File: config.mk
export PLATFORM = sky130hd
export DESIGN_NAME = frogger_tick_scheduler
export DESIGN_NICKNAME = d
export VERILOG_FILES = /design/src/rtl/frogger_tick_scheduler_pkg.sv /design/src/rtl/frogger_tick_scheduler_lane_arbiter.sv /design/src/rtl/frogger_tick_scheduler.sv
export SDC_FILE = /design/constraint.sdc
export NUM_CORES = 1
export LEC_CHECK = 0
export CAP_MARGIN = 20
export CORE_MARGIN = 1.5
export CORE_UTILIZATION = 45
export CTS_BUF_LIST = sky130_fd_sc_hd__clkbuf_8
export DETAILED_ROUTE_END_ITERATION = 10
export GPL_TIMING_DRIVEN = 0
export MAX_ROUTING_LAYER = met4
export SETUP_SLACK_MARGIN = 0.5
export SYNTH_ARGS = -nofsm -noshare
export SYNTH_HDL_FRONTEND = slang
export SYNTH_SLANG_ARGS = --single-unit
File: constraint.sdc
create_clock -name clock -period 5.8 [get_ports clock]
set_clock_uncertainty 0.15 [all_clocks]
set_input_delay 1.16 -clock clock [delete_from_list [all_inputs] [get_ports clock]]
set_output_delay 1.16 -clock clock [all_outputs]
set_load 0.05 [all_outputs]
File: src/rtl/frogger_tick_scheduler_pkg.sv
// Shared types for the Frogger tick scheduler: FSM state encoding and level width.
package tick_pkg;

  typedef enum logic [1:0] {
    IDLE  = 2'd0,
    RUN   = 2'd1,
    PAUSE = 2'd2,
    OVER  = 2'd3
  } state_t;

  // Width of the level register for the default four speed levels.
  localparam int LEVEL_W = 2;

endpackage

File: src/rtl/frogger_tick_scheduler_lane_arbiter.sv
// Holds per-lane pending requests and grants the lowest-index one per enabled
// cycle, so the board-update write port sees at most one lane tick per cycle.
module tick_lane_arbiter #(
  parameter int NUM_LANES = 4
) (
  input  logic                 clock,
  input  logic                 reset,
  input  logic [NUM_LANES-1:0] set_mask,
  input  logic                 enable,
  input  logic                 clear_all,
  output logic [NUM_LANES-1:0] lane_tick
);

  logic [NUM_LANES-1:0] pending_q, pending_d;
  logic [NUM_LANES-1:0] grant;
  logic [NUM_LANES-1:0] lane_tick_q;

  // Fixed priority: isolate the lowest set pending bit; a lane that is granted
  // and re-requested in the same cycle stays pending.
  always_comb begin
    grant = '0;
    if (enable) begin
      grant = pending_q & (~pending_q + 1'b1);
    end
    if (clear_all) begin
      pending_d = '0;
    end else begin
      pending_d = (pending_q & ~grant) | set_mask;
    end
  end

  // Pending register and registered grant pulse.
  always_ff @(posedge clock) begin
    if (reset) begin
      pending_q   <= '0;
      lane_tick_q <= '0;
    end else begin
      pending_q   <= pending_d;
      lane_tick_q <= grant;
    end
  end

  assign lane_tick = lane_tick_q;

endmodule

File: src/rtl/frogger_tick_scheduler.sv
// Central timing controller: run/pause/over FSM, level-scaled base prescaler,
// per-lane divide-by-(i+1) counters feeding a single-grant lane arbiter.
module frogger_tick_scheduler
  import tick_pkg::*;
#(
  parameter int BASE_DIV   = 2**24,
  parameter int NUM_LANES  = 4,
  parameter int NUM_LEVELS = 2**LEVEL_W
) (
  input  logic                          clock,
  input  logic                          reset,
  input  logic                          start,
  input  logic                          pause,
  input  logic                          level_up,
  input  logic                          game_over,
  output logic [NUM_LANES-1:0]          lane_tick,
  output logic                          base_tick,
  output logic [$clog2(NUM_LEVELS)-1:0] level,
  output logic [1:0]                    state
);

  localparam int LW = $clog2(NUM_LEVELS);
  localparam int CW = (NUM_LANES > 1) ? $clog2(NUM_LANES) : 1;
  localparam logic [LW-1:0] LEVEL_MAX = LW'(NUM_LEVELS - 1);

  state_t                         state_q, state_d;
  logic [LW-1:0]                  level_q, level_d;
  logic [31:0]                    presc_q, presc_d;
  logic [31:0]                    period;
  logic                           wrap;
  logic                           base_tick_q;
  logic [NUM_LANES-1:0][CW-1:0]   lane_cnt_q, lane_cnt_d;
  logic [NUM_LANES-1:0]           lane_wrap;
  logic                           clear_all;

  // Base period halves per level; compare with >= so a level change that
  // shrinks the period below the current count wraps on the next cycle.
  assign period = 32'(BASE_DIV) >> level_q;
  assign wrap   = (state_q == RUN) && (presc_q >= period - 32'd1);

  // Next-state and level logic; game_over beats pause beats level_up in RUN.
  always_comb begin
    state_d = state_q;
    level_d = level_q;
    case (state_q)
      IDLE: begin
        if (start) begin
          state_d = RUN;
          level_d = '0;
        end
      end
      RUN: begin
        if (game_over) begin
          state_d = OVER;
        end else if (pause) begin
          state_d = PAUSE;
        end else if (level_up && (level_q != LEVEL_MAX)) begin
          level_d = level_q + 1'b1;
        end
      end
      PAUSE: begin
        if (pause) state_d = RUN;
      end
      OVER: begin
        if (start) state_d = IDLE;
      end
      default: state_d = IDLE;
    endcase
  end

  // Prescaler counts in RUN, holds in PAUSE, clears otherwise.
  always_comb begin
    presc_d = presc_q;
    case (state_q)
      RUN:     presc_d = wrap ? 32'd0 : presc_q + 32'd1;
      PAUSE:   presc_d = presc_q;
      default: presc_d = 32'd0;
    endcase
  end

  // Lane i counts base ticks 0..i; its wrap raises a pending request.
  always_comb begin
    lane_wrap  = '0;
    lane_cnt_d = lane_cnt_q;
    for (int i = 0; i < NUM_LANES; i++) begin
      if ((state_q == IDLE) || (state_q == OVER)) begin
        lane_cnt_d[i] = '0;
      end else if (wrap) begin
        if (lane_cnt_q[i] == CW'(i)) begin
          lane_cnt_d[i] = '0;
          lane_wrap[i]  = 1'b1;
        end else begin
          lane_cnt_d[i] = lane_cnt_q[i] + 1'b1;
        end
      end
    end
  end

  // Pending requests are dropped as soon as the game leaves play.
  assign clear_all = (state_d == IDLE) || (state_d == OVER);

  // State, level, prescaler, lane counters and base tick pulse.
  always_ff @(posedge clock) begin
    if (reset) begin
      state_q     <= IDLE;
      level_q     <= '0;
      presc_q     <= '0;
      lane_cnt_q  <= '0;
      base_tick_q <= 1'b0;
    end else begin
      state_q     <= state_d;
      level_q     <= level_d;
      presc_q     <= presc_d;
      lane_cnt_q  <= lane_cnt_d;
      base_tick_q <= wrap;
    end
  end

  tick_lane_arbiter #(
    .NUM_LANES (NUM_LANES)
  ) u_arbiter (
    .clock     (clock),
    .reset     (reset),
    .set_mask  (lane_wrap),
    .enable    (state_q == RUN),
    .clear_all (clear_all),
    .lane_tick (lane_tick)
  );

  assign base_tick = base_tick_q;
  assign level     = level_q;
  assign state     = state_q;

endmodule

==> flow_summary.ini <==
[run_status]
status = complete, no violations

[drt]
drc = 0
num_vias = 2817
totalWireLength_um = 7560
avgRoutedWirePerCell_um = 15.9
dr.pass1.iters = 5
ant_nets = 0
viasPerCell = 5.94
initialDrtViolationCount = 277

[synthesis]
ys_seq_elements = 53
synth-async-reset-ratio_pct = 0
yosysWarningCount = 0
yosys.area.top_type = dfxtp_1
synth_edf_count = 0
seq_area_frac_synth_pct = 34.5
synth_top_area_share_pct = 34.5
syn_area_um2 = 3080
synth_flop_cell = dfxtp_1
synth_cell_types = 52
netlist_instances = 376
postSynthAreaPerCell_um2 = 8.18
synthTopCellsByArea = dfxtp_1 (34%), ha_1 (7.3%), nand2_1 (5.2%)
syn-num-nets = 400

[critical_path]
cp_slowest_stage_delay_ns = 0.52
critPathSlowestCell = or4_1
path_cells = inv_1, ha_1, or4_1, ha_1, nand3_1, nor4_1, nand4_1, nand2_1, clkbuf_1, o221ai_1
r2r_start = level[0]
critPathTopFamily = simple AND/OR/NAND/NOR gates
critical_path.max_fanout = 10
worstSetupPathType = flop to flop
crit_required_ns = 5.83
critPathMostFrequentCell = ha_1
critPathLaunch = level[0]
crit_path_end_kind = flop
cp_num_buf_inv = 2
cp.arrival_ns = 3.72
critPathLaunchType = flop

[grt]
grt_antenna_before_repair = 0
grt_start_max_net_pins = 16
grt_use_total_pct = 22.0
grt_pass1_wl_um = 12700
grt_pass1_vias = 2632
grt-ovfl-total = 0

[finish]
nNetsFinal = 420
area_growth_syn_to_layout_pct = 11.1
num_antenna_cells = 0
regArea_um2 = 1060
drive_above_1_share_pct = 5.54
fill_cells = 627
multiInputGateArea_um2 = 1860

[timing]
worstMarginPinSlew_ns = 1.06
whs_ns = 0.299
rsz0062_at_grt = no
min_period_over_period_pct = 63.7
period_minus_slack_ns = 3.70
timing_hold_violations_final = 0
drv_slew = 0
setup_tns_ns = 0
max_freq_ghz = 0.270
finalSetupViolations = 0
relSlewSlack_pct = 29.0

[power]
static-leakage-power_uw = 0.00111
swShare_pct = 24.9
p_clk_share_pct = 37.0
p_per_area_nw_per_um2 = 208
p_switching_uw = 177
ir_drop_mv = 0.127
power_frac_seq_pct = 52.2
combPwrFrac_pct = 10.8
p_int_uw = 533

[clocking]
cts-hold-fix-buffers = 0
postCtsSetupBuffers = 0
clk_path_buf_depth = 2
clk_latency_ns = 0.31
numCtsBuffers = 5
cts_tree = yes
clk_pin_slew_ns = 0.11
cts_resized = 0
root_buffer = clkbuf_8
cts.sinks = 53
htree_levels = 2

[place]
hpwlAfterDp_um = 5330
gp_congestion = 0.894
numPortBuffers = 13

[floorplanning]
initial_utilization_pct = 47.6
ioPinCount = 15
coreArea_um2 = 6460
die_area_um2 = 7340
fp.dieW_um = 85.7
num_rows = 29
die_y_um = 85.7

[min_path]
hp-start = lane_cnt_q[3]
hold_path_class = flop to flop

[run]
maxCapViolations = 0
state kept, by name, summed over array words and instances, names as in the netlist:
name and flops:
base_tick 1, lane_cnt_q 8, level 2, presc_q 32, state 2, u_arbiter.lane_tick 4
u_arbiter.pending_q 4
final cells by class:
cell class | instances | area share (%)
Tap cell | 77 | 2.82
Buffer | 22 | 2.78
Sequential cell | 53 | 31.0
Inverter | 17 | 1.87
Timing Repair Buffer | 13 | 3.81
Clock inverter | 2 | 0.988
Multi-Input combinational cell | 284 | 54.3
Clock buffer | 6 | 2.42
per-layer routing:
metal | GRT usage (%) | vias to the layer above | share of wire [%]
li1 | - | 1434 | -
met1 | 28.9 | 1303 | 48
met2 | 35.4 | 74 | 46
met3 | 4.04 | 6 | 6.0
met4 | 4.99 | 0 | 0.49
met5 | - | - | 0
cells in the mapped netlist, types with 4 or more instances:
cell type	count
o211ai_1	4
buf_2	4
mux2i_1	8
a31oi_1	24
dfxtp_1	53
nand3_1	22
or3b_1	5
nand4_1	20
a21oi_1	9
or2_2	6
o21ai_1	8
xor2_1	4
or3_1	4
clkbuf_1	17
nor2b_1	7
nor3_1	9
a211oi_1	4
nor4b_1	4
nor2_1	15
nand2_1	43
o21ai_0	10
inv_1	17
nand2b_1	4
nor4_1	6
nor3b_1	4
ha_1	18
or4_1	4
and3_1	5
worst reg2reg max path, delay by kind of cell, from the launching register on:
family / cells / cell delay [ns]
AND/OR/NAND/NOR: 5 / 1.72
buffers and inverters: 2 / 0.59
adder cells (fa/ha/maj): 2 / 0.54
flip-flops: 1 / 0.41
AO/OA/AOI/OAI: 1 / 0.18
cells by family after synthesis:
| kind of cell | after synthesis | share of synthesized area, % |
|---|---|---|
| compound gates | 74 | 15.7 |
| other cells | 1 | 0.122 |
| simple gates | 177 | 32.8 |
| buf+inv | 39 | 5.17 |
| xor+xnor | 6 | 1.71 |
| flops | 53 | 34.5 |
| mux | 8 | 2.60 |
| fa+ha+maj | 18 | 7.32 |
final timing paths:
kind	cells past startpoint	end	slack (ns)
setup reg to reg	10	presc_q[16]	2.10
hold reg to reg	2	lane_cnt_q[3]	0.30
hold / removal	2	lane_cnt_q[3]	0.30
setup / recovery	10	presc_q[16]	2.10
cells in the final DEF (no fill, tap or decap), types with 4 or more instances in the layout:
master | netlist | final
buf_2 | 4 | 4
and3_1 | 5 | 5
clkdlybuf4s50_1 | 0 | 13
mux2i_1 | 8 | 8
a21oi_1 | 9 | 9
or3b_1 | 5 | 5
nand2_1 | 43 | 43
a211oi_1 | 4 | 4
clkbuf_8 | 0 | 6
inv_1 | 17 | 18
nand4_1 | 20 | 20
or2_2 | 6 | 6
or4_1 | 4 | 4
o21ai_0 | 10 | 10
nor4b_1 | 4 | 4
dfxtp_1 | 53 | 53
nor4_1 | 6 | 6
o211ai_1 | 4 | 4
clkbuf_1 | 17 | 17
nor3_1 | 9 | 9
nor2_1 | 15 | 15
nor2b_1 | 7 | 7
nor3b_1 | 4 | 4
or3_1 | 4 | 4
a31oi_1 | 24 | 24
ha_1 | 18 | 18
o21ai_1 | 8 | 8
xor2_1 | 4 | 4
nand2b_1 | 4 | 4
nand3_1 | 22 | 22
power groups by stage:
stage | Clock (µW) | Sequential (µW) | Combinational, µW
after global placement | 0 | 379 | 76.0
after CTS | 269 | 371 | 76.2
after detailed placement | 0 | 379 | 75.7
after floorplan | 0 | 384 | 48.3
final | 263 | 371 | 76.3
after global routing | 284 | 372 | 84.7
per-stage QoR:
step           power (µW)  std cells  instance area, µm²  utilization [%]  setup WS, ns
2_1_floorplan         433        376                3080                -          2.38
3_3_place_gp          455        466                3300             51.1          2.12
3_5_place_dp          455        466                3300             51.1          2.10
4_1_cts               716        474                3420             52.9          2.08
5_1_grt               741        474                3420             52.9          1.77
6_report              710        474                3420             52.9          2.10
No activity file was read; power rests on OpenSTA's default activity.
